<file path="src/rtl/fsm_processador.sv">
// Processor-side four-phase handshake master streaming words to two peripherals.
// Alternates peripheral 1 and 2; ack inputs are synchronized before use.
module fsm_processador #(
  parameter int DATA_W      = 16,
  parameter int TIMEOUT     = 255,
  parameter int SYNC_STAGES = 2
) (
  input  logic              clk,
  input  logic              rst,
  input  logic [1:0]        ack,
  input  logic [1:0]        ack2,
  output logic [1:0]        send,
  output logic [1:0]        send2,
  output logic [DATA_W-1:0] dado
);

  localparam int SS = (SYNC_STAGES < 2) ? 2 : SYNC_STAGES;
  localparam int WW = $clog2(TIMEOUT + 1);

  localparam logic [1:0] SND_IDLE  = 2'b00;
  localparam logic [1:0] SND_REQ   = 2'b01;
  localparam logic [1:0] SND_ABORT = 2'b11;

  typedef enum logic [2:0] {
    S_IDLE,
    S_SETUP,
    S_REQ,
    S_REL,
    S_ABT,
    S_NEXT
  } state_e;

  logic [SS-1:0][1:0] sync1_q;
  logic [SS-1:0][1:0] sync2_q;
  logic [1:0]         ack_s;
  logic [1:0]         ack2_s;
  logic [1:0]         ack_sel;

  state_e             state_q, state_d;
  logic               peer_q, peer_d;
  logic               ok_q, ok_d;
  logic [DATA_W-1:0]  word_q, word_d;
  logic [DATA_W-1:0]  dado_q, dado_d;
  logic [WW-1:0]      wait_q, wait_d;
  logic [1:0]         send_q, send_d;
  logic [1:0]         send2_q, send2_d;
  logic [1:0]         sreq;

  always_ff @(posedge clk or posedge rst) begin
    if (rst) begin
      sync1_q <= '0;
      sync2_q <= '0;
    end else begin
      sync1_q <= {sync1_q[SS-2:0], ack};
      sync2_q <= {sync2_q[SS-2:0], ack2};
    end
  end

  assign ack_s   = sync1_q[SS-1];
  assign ack2_s  = sync2_q[SS-1];
  assign ack_sel = peer_q ? ack2_s : ack_s;

  always_comb begin
    state_d = state_q;
    peer_d  = peer_q;
    ok_d    = ok_q;
    word_d  = word_q;
    dado_d  = dado_q;
    wait_d  = '0;
    unique case (state_q)
      S_IDLE: begin
        state_d = S_SETUP;
        peer_d  = 1'b0;
        dado_d  = word_q;
      end
      S_SETUP: begin
        state_d = S_REQ;
      end
      S_REQ: begin
        wait_d = wait_q + WW'(1);
        if (ack_sel == 2'b01) begin
          state_d = S_REL;
          ok_d    = 1'b1;
          wait_d  = '0;
        end else if (ack_sel[1]) begin
          state_d = S_REL;
          ok_d    = 1'b0;
          wait_d  = '0;
        end else if (wait_q == WW'(TIMEOUT - 1)) begin
          state_d = S_ABT;
          ok_d    = 1'b0;
          wait_d  = '0;
        end
      end
      S_REL: begin
        wait_d = wait_q + WW'(1);
        if (ack_sel == 2'b00) begin
          state_d = S_NEXT;
          wait_d  = '0;
        end else if (wait_q == WW'(TIMEOUT - 1)) begin
          state_d = S_ABT;
          ok_d    = 1'b0;
          wait_d  = '0;
        end
      end
      S_ABT: begin
        state_d = S_NEXT;
        ok_d    = 1'b0;
      end
      S_NEXT: begin
        // a rejected word is re-offered to the other peripheral
        word_d  = ok_q ? word_q + DATA_W'(1) : word_q;
        dado_d  = word_d;
        peer_d  = ~peer_q;
        state_d = S_SETUP;
      end
      default: begin
        state_d = S_IDLE;
      end
    endcase

    sreq = SND_IDLE;
    if (state_d == S_REQ) sreq = SND_REQ;
    if (state_d == S_ABT) sreq = SND_ABORT;
    send_d  = peer_d ? SND_IDLE : sreq;
    send2_d = peer_d ? sreq : SND_IDLE;
  end

  always_ff @(posedge clk or posedge rst) begin
    if (rst) begin
      state_q <= S_IDLE;
      peer_q  <= 1'b0;
      ok_q    <= 1'b0;
      word_q  <= '0;
      dado_q  <= '0;
      wait_q  <= '0;
      send_q  <= SND_IDLE;
      send2_q <= SND_IDLE;
    end else begin
      state_q <= state_d;
      peer_q  <= peer_d;
      ok_q    <= ok_d;
      word_q  <= word_d;
      dado_q  <= dado_d;
      wait_q  <= wait_d;
      send_q  <= send_d;
      send2_q <= send2_d;
    end
  end

  assign send  = send_q;
  assign send2 = send2_q;
  assign dado  = dado_q;

endmodule

</file>
<file path="config.mk">
export PLATFORM = sky130hd
export DESIGN_NAME = fsm_processador
export DESIGN_NICKNAME = d
export VERILOG_FILES = /design/src/rtl/fsm_processador.sv
export SDC_FILE = /design/constraint.sdc
export NUM_CORES = 1
export LEC_CHECK = 0
export CAP_MARGIN = 20
export CELL_PAD_IN_SITES_DETAIL_PLACEMENT = 1
export CELL_PAD_IN_SITES_GLOBAL_PLACEMENT = 2
export CORE_MARGIN = 3
export CORE_UTILIZATION = 35
export CTS_CLUSTER_SIZE = 24
export DETAILED_ROUTE_END_ITERATION = 12
export PLACE_DENSITY_LB_ADDON = 0.1
export SYNTH_ARGS = -nofsm -noshare
export SYNTH_HDL_FRONTEND = slang
export SYNTH_SLANG_ARGS = --single-unit
</file>
<file path="constraint.sdc">
create_clock -name clk -period 1.9 [get_ports clk]
set_input_delay 0.285 -clock clk [delete_from_list [all_inputs] [get_ports clk]]
set_output_delay 0.285 -clock clk [all_outputs]
set_load 0.03 [all_outputs]
</file>
==> impl_results.md <==
* CP Capture Type: flop
* Area contributors post-synth: dfrtp_1 (58%), mux2_2 (5.9%), xnor2_1 (4.2%)
* Netlist Area Pre-Place at 0.00248 mm^2
* Slew Limit Fails at 0
* CP max stage delay at 470 ps
* Max IR drop VDD at 0.000389 V
* PD cells at 1180 mW/mm^2
* Critical path cell sequence: and4b_4 -> nand4_2 -> or3_1 -> a31oi_1
* Met3 Wirelength at 183 um
* Synth cell count leaders: dfrtp_1 (57), nor2_1 (17), mux2_2 (13)
* Vias/cell at 5.03
* Synthesis-to-finish area growth at 24.0%
* CTS sink count at 57
* CP Data Required Time at 2160 ps
* Critical path class: flop to flop
* Slowest library cell on the worst path: dfrtp_1
* Worst slew margin at 68.6%
* DRC viols at 0
* Antenna cells at 0
* Final setup fails at 0
* Router iterations before antenna repair at 4
* Status: complete, no violations
* Height of the chip at 90.1 um
* Fin area at 0.00307 mm^2
* Worst-Margin Slew at 471 ps
* Synth Flop Type: dfrtp_1
* Hold_buf cts at 0
* Starting density of the core at 36.3%
* Register area at 0.00143 mm^2
* Final Critical Period at 1690 ps
* Post-Route WL at 5100 um
* Routed met1 length at 2140 um
* Final nets at 253
* Vias in the first global route at 1904
* Top layer reached by signal wires: met4
* IO Count at 26
* Largest net degree at the start of global routing at 22
* Yosys warning count at 0
* Synthesized area per cell at 11.9 um^2
* Fin Setup TNS at 0 ps
* Via Count at 1726
* H-tree Lvls at 3
* Share of layout cells above drive strength 1 at 15.8%
* Internal at 2.44 mW
* Area of placed instances at 0.00289 mm^2
* GRT Total Usage at 14.3%
* Die Width at 90.1 um
* Fin crit share at 89.1%
* Delay-heaviest family, CP: simple AND/OR/NAND/NOR gates
* CTS tree: yes
* Critical Path Source Type: flop
* Switching share of total power at 32.6%
* Count leader, synth: dfrtp_1
* Reg clk slew, reported paths at 70 ps
* Clk pwr share at 29.9%
* Row count at 30
* HPWL Detailed at 3710 um
* CP Buf/Inv Count at 0
* Root buffer cell: clkbuf_8
* PortBufs at 25
* Sequential share of power at 41.7%
* EDFF count, synth at 0
* Clock Latency Late Sink at 340 ps
* Core ar. at 0.00683 mm^2
* Fillers at 740
* Combinational fraction of design power at 28.5%
* Seq cells post-synth at 57
* Top-area cell type share of the netlist area at 57.6%
* Pleak at 1.38 nW
* Cells after Synth at 209
* Routed length per instance at 14.9 um
* FFs w/ async S/R, synth at 100%
* Setup bufs post-CTS at 0
* Antenna violations before repair at 0
* Maxcap violations at 0
* Sequential share of the synthesized area at 57.6%
* First-pass GRT wire length at 9090 um
* Placer Congestion at 0.762
* DRT iter0 DRCs at 27
* Maximum clock frequency at 591 MHz
* Skew final at 11.3 ps
* GRT overflow at 0
* Post-synth top area cell: dfrtp_1
* Final hold vios at 0
* Worst Path Arrival at 1950 ps
* Die area at 0.00812 mm^2
* ANT nets after route at 0
* Max clock buf depth at 2
* Switching pwr at 1.18 mW
* Synth Net Count at 218
* Post-CTS Resized at 0
* Multi-input logic area at 987 um^2
* Met2 WL at 2640 um
* Worst Hold Class: input pin to async pin
* RSZ-0062 raised after global routing: no
* Crit-path max FO at 11
* TritonCTS Buffers at 9
* Synth unique cells at 41
==> placed cells by master, fill, tap and decap left out, types with 2 or more instances in the layout <==
| cell type | n |
|---|---|
| nand2_1 | 11 |
| nor3b_1 | 3 |
| a221oi_1 | 2 |
| or3_1 | 3 |
| mux2i_1 | 2 |
| xor2_1 | 7 |
| nand3_1 | 8 |
| nand2b_1 | 2 |
| mux2_2 | 13 |
| a31oi_1 | 3 |
| nor2b_1 | 3 |
| and4_1 | 5 |
| a21oi_1 | 2 |
| nor3_1 | 3 |
| dfrtp_1 | 57 |
| nor4_1 | 4 |
| nand4_1 | 11 |
| and2_1 | 2 |
| inv_1 | 3 |
| nor2_1 | 17 |
| clkbuf_8 | 10 |
| and3_1 | 3 |
| o21ai_0 | 7 |
| clkinv_2 | 3 |
| buf_4 | 4 |
| xnor2_1 | 12 |
| clkdlybuf4s50_1 | 25 |
| buf_12 | 3 |
| ha_1 | 3 |
==> cells by family after synthesis <==
logic type               Yosys count  synth area share, %
AO/OA/AOI/OAI                     20                 5.30
AND/OR/NAND/NOR                   82                 19.2
adder cells (fa/ha/maj)            4                 1.92
buffers and inverters             12                 2.58
flip-flops                        57                 57.6
XOR/XNOR                          19                 6.72
multiplexers                      15                 6.72
==> layout make-up <==
cell class	instances	share of cell area, %
Tap cell	96	3.91
Multi-Input combinational cell	140	32.1
Timing Repair Buffer	32	11.1
Inverter	4	0.489
Clock inverter	4	1.47
Sequential cell	57	46.4
Clock buffer	10	4.48
==> final timing paths <==
| kind | slack [ps] | start | cells past startpoint | end |
|---|---|---|---|---|
| worst max-delay path | 210 | state_q[2] | 4 | dado[15] |
| worst min-delay path | 280 | rst | 2 | state_q[0] |
| worst max register to register | 210 | state_q[2] | 4 | dado[15] |
| worst min register to register | 360 | sync2_q[1] | 0 | ack2_s[1] |
| max in group asynchronous | 1150 | rst | 3 | wait_q[7] |
| min in group clk | 360 | sync2_q[1] | 0 | ack2_s[1] |
==> power groups by stage <==
stage	combinational (mW)	sequential (mW)	clock (mW)
3_3_place_gp	1.03	1.51	0
2_1_floorplan	0.603	1.59	0
4_1_cts	1.06	1.51	1.13
6_report	1.03	1.51	1.08
3_5_place_dp	1.05	1.53	0
5_1_grt	1.14	1.53	1.18
==> state kept, by name, indices dropped and copies added (netlist names), 3 cells and up <==
name,flops
dado,16
wait_q,8
word_q,16
state_q,3
==> per-layer routing <==
layer,up-vias,GRT usage (%)
met5,-,0
met4,0,7.27
met3,14,4.85
met2,31,25.1
met1,865,15.3
li1,816,-
==> through the flow <==
stage | hold slack (ps) | utilization (%) | setup WS, ps | cells | total power [mW]
after global routing | 308 | 45.0 | 53.2 | 343 | 3.85
final | 277 | 45.0 | 207 | 343 | 3.61
after CTS | 274 | 45.0 | 186 | 343 | 3.70
after floorplan | 316 | - | 206 | 209 | 2.20
after detailed placement | 342 | 42.3 | 196 | 329 | 2.58
after global placement | 333 | 42.3 | 264 | 329 | 2.54
Note: power is estimated with default switching activity, not from simulation.
